## src/rtl/multi_cycle_control.sv

```systemverilog
// Multi-cycle control sequencer: steps each instruction through IF/ID/EXE/MEM/WB,
// decodes datapath strobes from the state register and the latched opcode, and counts retirements.
module multi_cycle_control (
  input  logic        CLK,
  input  logic        RST,
  input  logic [5:0]  Opcode,
  input  logic        Zero,
  output logic        PCWre,
  output logic [1:0]  PCSrc,
  output logic        InsMemRW,
  output logic        IRWre,
  output logic        ExtSel,
  output logic        ALUSrcB,
  output logic [2:0]  ALUOp,
  output logic        mRD,
  output logic        mWR,
  output logic        RegWre,
  output logic        RegDst,
  output logic        DBDataSrc,
  output logic [2:0]  State,
  output logic        Halted,
  output logic [15:0] RetireCount
);

  localparam int unsigned OP_W  = 6;
  localparam int unsigned CNT_W = 16;

  localparam logic [OP_W-1:0] OP_ADD  = 6'b000000;
  localparam logic [OP_W-1:0] OP_SUB  = 6'b000001;
  localparam logic [OP_W-1:0] OP_ADDI = 6'b000010;
  localparam logic [OP_W-1:0] OP_OR   = 6'b010000;
  localparam logic [OP_W-1:0] OP_AND  = 6'b010001;
  localparam logic [OP_W-1:0] OP_ORI  = 6'b010010;
  localparam logic [OP_W-1:0] OP_XOR  = 6'b010011;
  localparam logic [OP_W-1:0] OP_SW   = 6'b110000;
  localparam logic [OP_W-1:0] OP_LW   = 6'b110001;
  localparam logic [OP_W-1:0] OP_BEQ  = 6'b110100;
  localparam logic [OP_W-1:0] OP_J    = 6'b111000;
  localparam logic [OP_W-1:0] OP_HALT = 6'b111111;

  localparam logic [CNT_W-1:0] CNT_MAX = '1;

  typedef enum logic [2:0] {
    S_IF     = 3'b000,
    S_ID     = 3'b001,
    S_EXE_LS = 3'b010,
    S_MEM    = 3'b011,
    S_WB_LD  = 3'b100,
    S_EXE_BR = 3'b101,
    S_EXE_AL = 3'b110,
    S_WB_AL  = 3'b111
  } state_t;

  state_t           state_q, state_d;
  logic [OP_W-1:0]  op_q;
  logic             halted_q, halted_d;
  logic [CNT_W-1:0] retire_q;

  logic       is_al, is_rtype, is_lw, is_sw, is_beq, is_j, is_halt;
  logic       dec_src_b, dec_ext;
  logic [2:0] dec_alu_op;
  logic       in_exec;

  // Opcode classification of the latched instruction
  always_comb begin
    is_al      = 1'b0;
    is_rtype   = 1'b0;
    is_lw      = 1'b0;
    is_sw      = 1'b0;
    is_beq     = 1'b0;
    is_j       = 1'b0;
    is_halt    = 1'b0;
    dec_src_b  = 1'b0;
    dec_ext    = 1'b0;
    dec_alu_op = 3'b000;
    case (op_q)
      OP_ADD:  begin is_al = 1'b1; is_rtype = 1'b1; dec_alu_op = 3'b000; end
      OP_SUB:  begin is_al = 1'b1; is_rtype = 1'b1; dec_alu_op = 3'b001; end
      OP_ADDI: begin is_al = 1'b1; dec_src_b = 1'b1; dec_ext = 1'b1; dec_alu_op = 3'b000; end
      OP_OR:   begin is_al = 1'b1; is_rtype = 1'b1; dec_alu_op = 3'b011; end
      OP_AND:  begin is_al = 1'b1; is_rtype = 1'b1; dec_alu_op = 3'b100; end
      OP_ORI:  begin is_al = 1'b1; dec_src_b = 1'b1; dec_alu_op = 3'b011; end
      OP_XOR:  begin is_al = 1'b1; is_rtype = 1'b1; dec_alu_op = 3'b110; end
      OP_SW:   begin is_sw = 1'b1; dec_src_b = 1'b1; dec_ext = 1'b1; end
      OP_LW:   begin is_lw = 1'b1; dec_src_b = 1'b1; dec_ext = 1'b1; end
      OP_BEQ:  begin is_beq = 1'b1; dec_alu_op = 3'b001; end
      OP_J:    is_j = 1'b1;
      OP_HALT: is_halt = 1'b1;
      default: ;
    endcase
  end

  // Next-state logic; halt parks in the ID encoding with the halted flag set
  always_comb begin
    state_d  = state_q;
    halted_d = halted_q;
    if (!halted_q) begin
      case (state_q)
        S_IF:     state_d = S_ID;
        S_ID: begin
          if (is_halt)           halted_d = 1'b1;
          else if (is_al)        state_d  = S_EXE_AL;
          else if (is_beq)       state_d  = S_EXE_BR;
          else if (is_lw | is_sw) state_d = S_EXE_LS;
          else                   state_d  = S_IF;
        end
        S_EXE_AL: state_d = S_WB_AL;
        S_WB_AL:  state_d = S_IF;
        S_EXE_BR: state_d = S_IF;
        S_EXE_LS: state_d = S_MEM;
        S_MEM:    state_d = is_lw ? S_WB_LD : S_IF;
        S_WB_LD:  state_d = S_IF;
        default:  state_d = S_IF;
      endcase
    end
  end

  assign in_exec = (state_q != S_IF) && (state_q != S_ID);

  // Datapath strobes decoded from state and latched opcode
  always_comb begin
    InsMemRW  = (state_q == S_IF);
    IRWre     = (state_q == S_IF);
    ExtSel    = (state_q != S_IF) && dec_ext;
    ALUSrcB   = in_exec && dec_src_b;
    ALUOp     = in_exec ? dec_alu_op : 3'b000;
    mRD       = (state_q == S_MEM) && is_lw;
    mWR       = (state_q == S_MEM) && is_sw;
    RegWre    = (state_q == S_WB_AL) || (state_q == S_WB_LD);
    RegDst    = (state_q == S_WB_AL) && is_rtype;
    DBDataSrc = (state_q == S_WB_LD);
    PCWre     = (state_d == S_IF);
    PCSrc     = 2'b00;
    if (PCWre) begin
      if ((state_q == S_ID) && is_j)       PCSrc = 2'b11;
      else if ((state_q == S_EXE_BR) && Zero) PCSrc = 2'b01;
    end
  end

  assign State       = state_q;
  assign Halted      = halted_q;
  assign RetireCount = retire_q;

  always_ff @(posedge CLK or negedge RST) begin
    if (!RST) begin
      state_q  <= S_IF;
      op_q     <= '0;
      halted_q <= 1'b0;
      retire_q <= '0;
    end else begin
      state_q  <= state_d;
      halted_q <= halted_d;
      if (state_q == S_IF) op_q <= Opcode;
      if (PCWre && (retire_q != CNT_MAX)) retire_q <= retire_q + CNT_W'(1);
    end
  end

endmodule

```

## config.mk

```make
export PLATFORM = sky130hd
export DESIGN_NAME = multi_cycle_control
export DESIGN_NICKNAME = d
export VERILOG_FILES = /design/src/rtl/multi_cycle_control.sv
export SDC_FILE = /design/constraint.sdc
export NUM_CORES = 1
export LEC_CHECK = 0
export ABC_AREA = 1
export BUFFER_PORTS_ARGS = -buffer_cell sky130_fd_sc_hd__buf_2
export CORE_UTILIZATION = 35
export CTS_CLUSTER_DIAMETER = 40
export CTS_CLUSTER_SIZE = 12
export DETAILED_ROUTE_END_ITERATION = 16
export PLACE_DENSITY_LB_ADDON = 0.12
export SYNTH_ARGS = -nofsm -noshare
export SYNTH_HDL_FRONTEND = slang
export SYNTH_SLANG_ARGS = --single-unit
```

## constraint.sdc

```tcl
create_clock -name CLK -period 1.65 [get_ports CLK]
set_input_delay 0.33 -clock CLK [delete_from_list [all_inputs] [get_ports CLK]]
set_output_delay 0.33 -clock CLK [all_outputs]
set_load 0.01 [all_outputs]
```

==> reports/metrics.cfg, run 1 <==
[logic_synthesis]
synth_area_um2 = 1804
synth-seq-cells = 26
ys_seq_area_frac = 0.3606
syn_inst = 252
synth-async-reset-ratio = 1.000
ys_types = 29
syn_avg_cell_area_um2 = 7.160
synthFlopType = dfrtp_1
syn_nets = 262
yosysWarnings = 0
synth_edf_count = 0

[routing]
wirelength_mm = 5.197
remaining_drc_errors = 0
ant_nets = 0
vias = 1991
drt_first_pass_iters = 6
wire_per_inst_um = 12.49
vias_per_cell = 4.786
drt_iter0_drc = 76

[timing]
setup_viol = 28
timing.final.ws_setup_ns = -0.3869
fin_tns_setup_ns = -5.563
hold_viol = 0
max_freq_ghz = 0.4909
period_needed_ns = 2.037
finalMaxSlewViolations = 0
relSlewSlack = 0.6074
tightest_slew_ns = 0.5889
rsz0062_at_grt = true
finalCritPeriodShare = 1.234
clock_skew_ns = 0.004671

[worst_setup_path]
cp.required_ns = 1.32
arrival_ns = 1.71
critical_path.max_fanout = 5
crit_path_end_kind = primary output
worst-setup-path-type = flip-flop to primary output
start_kind = flip-flop

[clock_network]
numCtsBuffers = 3
clkLatencyLatePin_ns = 0.27
cts.path.max_buffers = 2
cts-root-buf = clkbuf_8
htree_levels = 1
cts_tree = yes
clkSlewWorstSetupHoldPaths_ns = 0.09
ctsHoldBuffers = 0
clock-sinks = 26

[min_path]
hold_path_class = primary input to async pin

[floorplan]
io_pins = 44
die_w_um = 73.80
fp.dieH_um = 73.80
coreArea_um2 = 4848
initial_utilization = 0.3721
die-area_um2 = 5446
rows = 25

[layout]
antenna_cells_inserted = 0
final_util = 0.5825
area_delta_synth_final_pct = 56.52
drive_gt1_frac = 0.4842
final_common_cell = nand2_1
num-nets-final = 360
fillerInstances = 471
layout_common_cells = nand2_1, buf_4, buf_2, nand4_1, inv_1

[power_and_ir_drop]
p_leak_uw = 0.001513
intPower_uw = 2635
ir_worst_vdd_v = 0.0005310
totalPowerFinal_uw = 4945
switching_share = 0.4673
p_comb_frac = 0.701
seqPwrFrac = 0.216
p_sw_uw = 2311
p_per_area_nw_per_um2 = 1751
clkPwrFrac = 0.083

[flow_run]
timing.max_cap.violations = 0

[placement]
gp_congestion = 0.8675
dp_slack_ns = -0.1244
port-buffer-count = 43
dpl.hpwl_mm = 3.625

[global_route]
grt_pass1_wl_mm = 8.459
grtUsageTotal = 0.2032
grt.overflow.total = 0
antenna_found_initial = 0
grt_pass1_vias = 1915
grt_start_max_net_pins = 27

[run_status]
violations = setup timing
status = finished with violations

power by group through the flow:
stage / logic [µW] / clock network [µW] / registers [µW]
6_report: 3470 / 410 / 1070
5_1_grt: 3780 / 447 / 1110
4_1_cts: 3140 / 429 / 1060
3_5_place_dp: 2560 / 0 / 1050
3_3_place_gp: 2550 / 0 / 1050
2_1_floorplan: 1560 / 0 / 1070
cell usage after synthesis (all sizes together) (2+ instances only):
library cell,number,area share
xor2,9,0.044
nand4,25,0.10
nor4,2,0.0069
a21oi,6,0.023
xnor2,3,0.015
nand3,15,0.044
dfrtp,26,0.36
o21ai,7,0.019
nand2,80,0.17
nor2,31,0.081
buf,6,0.024
clkinv,2,0.0042
nor3,5,0.017
inv,31,0.064
per-layer routing:
layer,track usage,part of all wire
met5,0,0
met3,0.01646,0.029
met2,0.3812,0.54
met1,0.2414,0.41
met4,0.06838,0.018
cell type report:
cell class / count / area [µm²] / area share
Multi-Input combinational cell: 187 / 1172 / 0.4152
Timing Repair Buffer: 99 / 725.7 / 0.2570
Sequential cell: 26 / 658.1 / 0.2331
Inverter: 33 / 128.9 / 0.04564
Tap cell: 67 / 83.83 / 0.02969
Clock buffer: 4 / 55.05 / 0.01949
registers in the layout, summed over array words and instances, names as in the netlist:
name / cells
Halted: 1
RetireCount: 16
State: 3
op_q: 6
metrics by stage:
step | instance area, µm² | instances | hold WS [ns]
final | 2824 | 416 | 0.05430
after global routing | 2824 | 416 | 0.1082
after CTS | 2690 | 409 | 0.07407
after floorplan | 1831 | 252 | 0.03441
after global placement | 2390 | 396 | 0.3688
after detailed placement | 2390 | 396 | 0.3743
cells by family (layout without fill, tap and decap cells):
kind of cell    after synthesis  after routing  synth area share
compound gates               15             15           0.05340
flops                        26             26            0.3606
fa+ha+maj                     1              1          0.006934
simple gates                158            159            0.4258
xor+xnor                     12             12           0.05826
buf+inv                      40            136           0.09500
final timing paths:
| check | startpoint | to | slack [ns] | cells past startpoint |
|---|---|---|---|---|
| max | State[0] | PCSrc[1] | -0.39 | 11 |
| min | RST | RetireCount[9] | 0.05 | 1 |
| max reg2reg | State[2] | RetireCount[14] | -0.19 | 11 |
| min reg2reg | RetireCount[4] | RetireCount[4] | 0.54 | 2 |
| max in group asynchronous | RST | State[2] | 1.17 | 1 |
| min in group CLK | Opcode[3] | op_q[3] | 0.26 | 3 |
critical path, stage by stage, from the launching register on:
cell,delay [ns]
dfrtp_2,0.42
inv_2,0.07
nand2_2,0.08
nand2_2,0.07
nor2_2,0.10
nand2_2,0.07
nor2_4,0.13
nor2_4,0.05
a21oi_4,0.14
nand2_4,0.07
nor2_2,0.09
buf_2,0.13
what timing repair did:
action                                  CTS  global route
endpoints found under the setup margin   27            32
resized for setup                        43            26
gates cloned                              3             0
setup buffers                             8             8
pin swaps                                19            14
No activity file was read; power rests on OpenSTA's default activity.
==> run 2: changes to the inputs <==
Settings changed: CORE_UTILIZATION 35 to 48.
==> reports/metrics.cfg, run 2 (synthesis gave the netlist of run 1 again) <==
[worst_setup_path]
arrival_ns = 1.74  ; +0.03 ns
cp.required_ns = 1.32  ; about the same
crit_path_end_kind = primary output
critical_path.max_fanout = 5  ; unchanged
start_kind = flip-flop
worst-setup-path-type = flip-flop to primary output

[clock_network]
cts-root-buf = clkbuf_8
numCtsBuffers = 3  ; unchanged
cts.path.max_buffers = 2  ; unchanged
clkSlewWorstSetupHoldPaths_ns = 0.09  ; about the same
clock-sinks = 26  ; unchanged
htree_levels = 1  ; unchanged
clkLatencyLatePin_ns = 0.27  ; about the same
cts_tree = yes

[layout]
layout_common_cells = nand2_1, buf_2, buf_4, inv_1, nand4_1
area_delta_synth_final_pct = 45.21
drive_gt1_frac = 0.4438  ; -0.04045
postLayoutCellArea_um2 = 2620  ; -7.2%
final_util = 0.7554  ; +0.1730
num-nets-final = 349  ; -3.1%
largest_reg_flops = 16  ; unchanged
antenna_cells_inserted = 0  ; unchanged
final_common_cell = nand2_1

[power_and_ir_drop]
totalPowerFinal_uw = 4611  ; -6.8%
p_per_area_nw_per_um2 = 1760  ; +0.50%
p_leak_uw = 0.001431  ; -5.5%
ir_worst_vdd_v = 0.0007141  ; +34%

[timing]
period_needed_ns = 2.073  ; +0.03568 ns
timing.final.ws_setup_ns = -0.4226  ; -0.03568 ns
finalMaxSlewViolations = 0  ; unchanged
whs_ns = 0.04615  ; -0.008155 ns
finalCritPeriodShare = 1.256  ; +0.02163
max_freq_ghz = 0.4825  ; -1.7%
tightest_slew_ns = 0.5668  ; -0.02204 ns
hold_viol = 0  ; unchanged
clock_skew_ns = 0.005144  ; +0.0004731 ns
setup_viol = 28  ; unchanged
rsz0062_at_grt = true
relSlewSlack = 0.6221  ; +0.01469

[global_route]
antenna_found_initial = 0  ; unchanged
grt_start_max_net_pins = 27  ; unchanged
grtUsageTotal = 0.2631  ; +0.05992
grt_pass1_wl_mm = 8.314  ; -1.7%
grt.overflow.total = 0  ; unchanged
grt_pass1_vias = 1919  ; +0.21%

[placement]
placed_area_um2 = 2326  ; -2.7%
dpl.hpwl_mm = 3.405  ; -6.1%
dp_slack_ns = -0.1233  ; +0.001100 ns
port-buffer-count = 43  ; unchanged
gp_congestion = 0.9154  ; +5.5%

[floorplan]
die_w_um = 63.31  ; -14%
rows = 21  ; -16%
die-area_um2 = 4008  ; -26%
io_pins = 44  ; unchanged
coreArea_um2 = 3468  ; -28%
initial_utilization = 0.5202  ; +0.1481
fp.dieH_um = 63.31  ; -14%

[run_status]
violations = setup timing
status = finished with violations

[routing]
drt_first_pass_iters = 4  ; -2
remaining_drc_errors = 0  ; unchanged
wire_per_inst_um = 13.07  ; +4.6%
vias_per_cell = 5.250  ; +9.7%
ant_nets = 0  ; unchanged
vias = 2016  ; +1.3%
wirelength_mm = 5.019  ; -3.4%
drt_iter0_drc = 97  ; +28%

[flow_run]
timing.max_cap.violations = 0  ; unchanged

[min_path]
hold_path_class = primary input to async pin

run 2: path summary, 6_finish.rpt:
| check | from | endpoint | slack [ns] | depth (start not counted) |
|---|---|---|---|---|
| setup / recovery | op_q[1] | PCSrc[0] | -0.42 | 9 |
| hold / removal | RST | RetireCount[11] | 0.05 | 1 |
| setup reg to reg | op_q[4] | RetireCount[12] | -0.07 | 9 |
| hold reg to reg | RetireCount[4] | RetireCount[4] | 0.54 | 2 |
| max in group asynchronous | RST | op_q[3] | 1.19 | 1 |
| min in group CLK | Opcode[4] | op_q[4] | 0.27 | 3 |
run 2: worst max-delay path: stages, from the launching register on:
cell and delay, ns:
dfrtp_1 0.42, inv_2 0.09, o211ai_2 0.20, nand3_1 0.11, nand2_1 0.11, nand2_2 0.08, a21oi_4 0.16, nand2_4 0.08
a21oi_2 0.10, buf_2 0.14
run 2: repair_timing:
action | CTS | global route
pin swaps | 8 | 11
hold endpoints to repair | 0 | 0
setup endpoints to repair | 27 | 30
gates cloned | 1 | 1
hold buffers | 0 | 0
gates resized for setup | 25 | 20
setup buffers | 8 | 5
run 2: cell type report:
type	count	area [µm²]
Clock buffer	4	55.05
Fill cell	283	848.3
Inverter	33	126.4
Multi-Input combinational cell	187	1122
Sequential cell	26	658.1
Tap cell	46	57.56
Timing Repair Buffer	88	600.6
run 2: where the power goes:
group          internal [µW]  switching [µW]  total (µW)
sequential               832             254        1090
clock                    213             190         403
combinational           1310            1810        3120
run 2: metal layers:
metal	global-route usage	vias to the layer above	wire length [µm]
met5	0	-	0
met4	0.1278	0	125
met3	0.02717	14	159
met2	0.4785	60	2599
met1	0.3050	945	2134
li1	-	997	-
run 2: metrics by stage:
stage	cells	setup TNS [ns]
6_report	384	-4.039
3_3_place_gp	370	-0.6107
3_5_place_dp	370	-1.643
2_1_floorplan	252	-0.1196
5_1_grt	384	-6.743
4_1_cts	380	-3.017
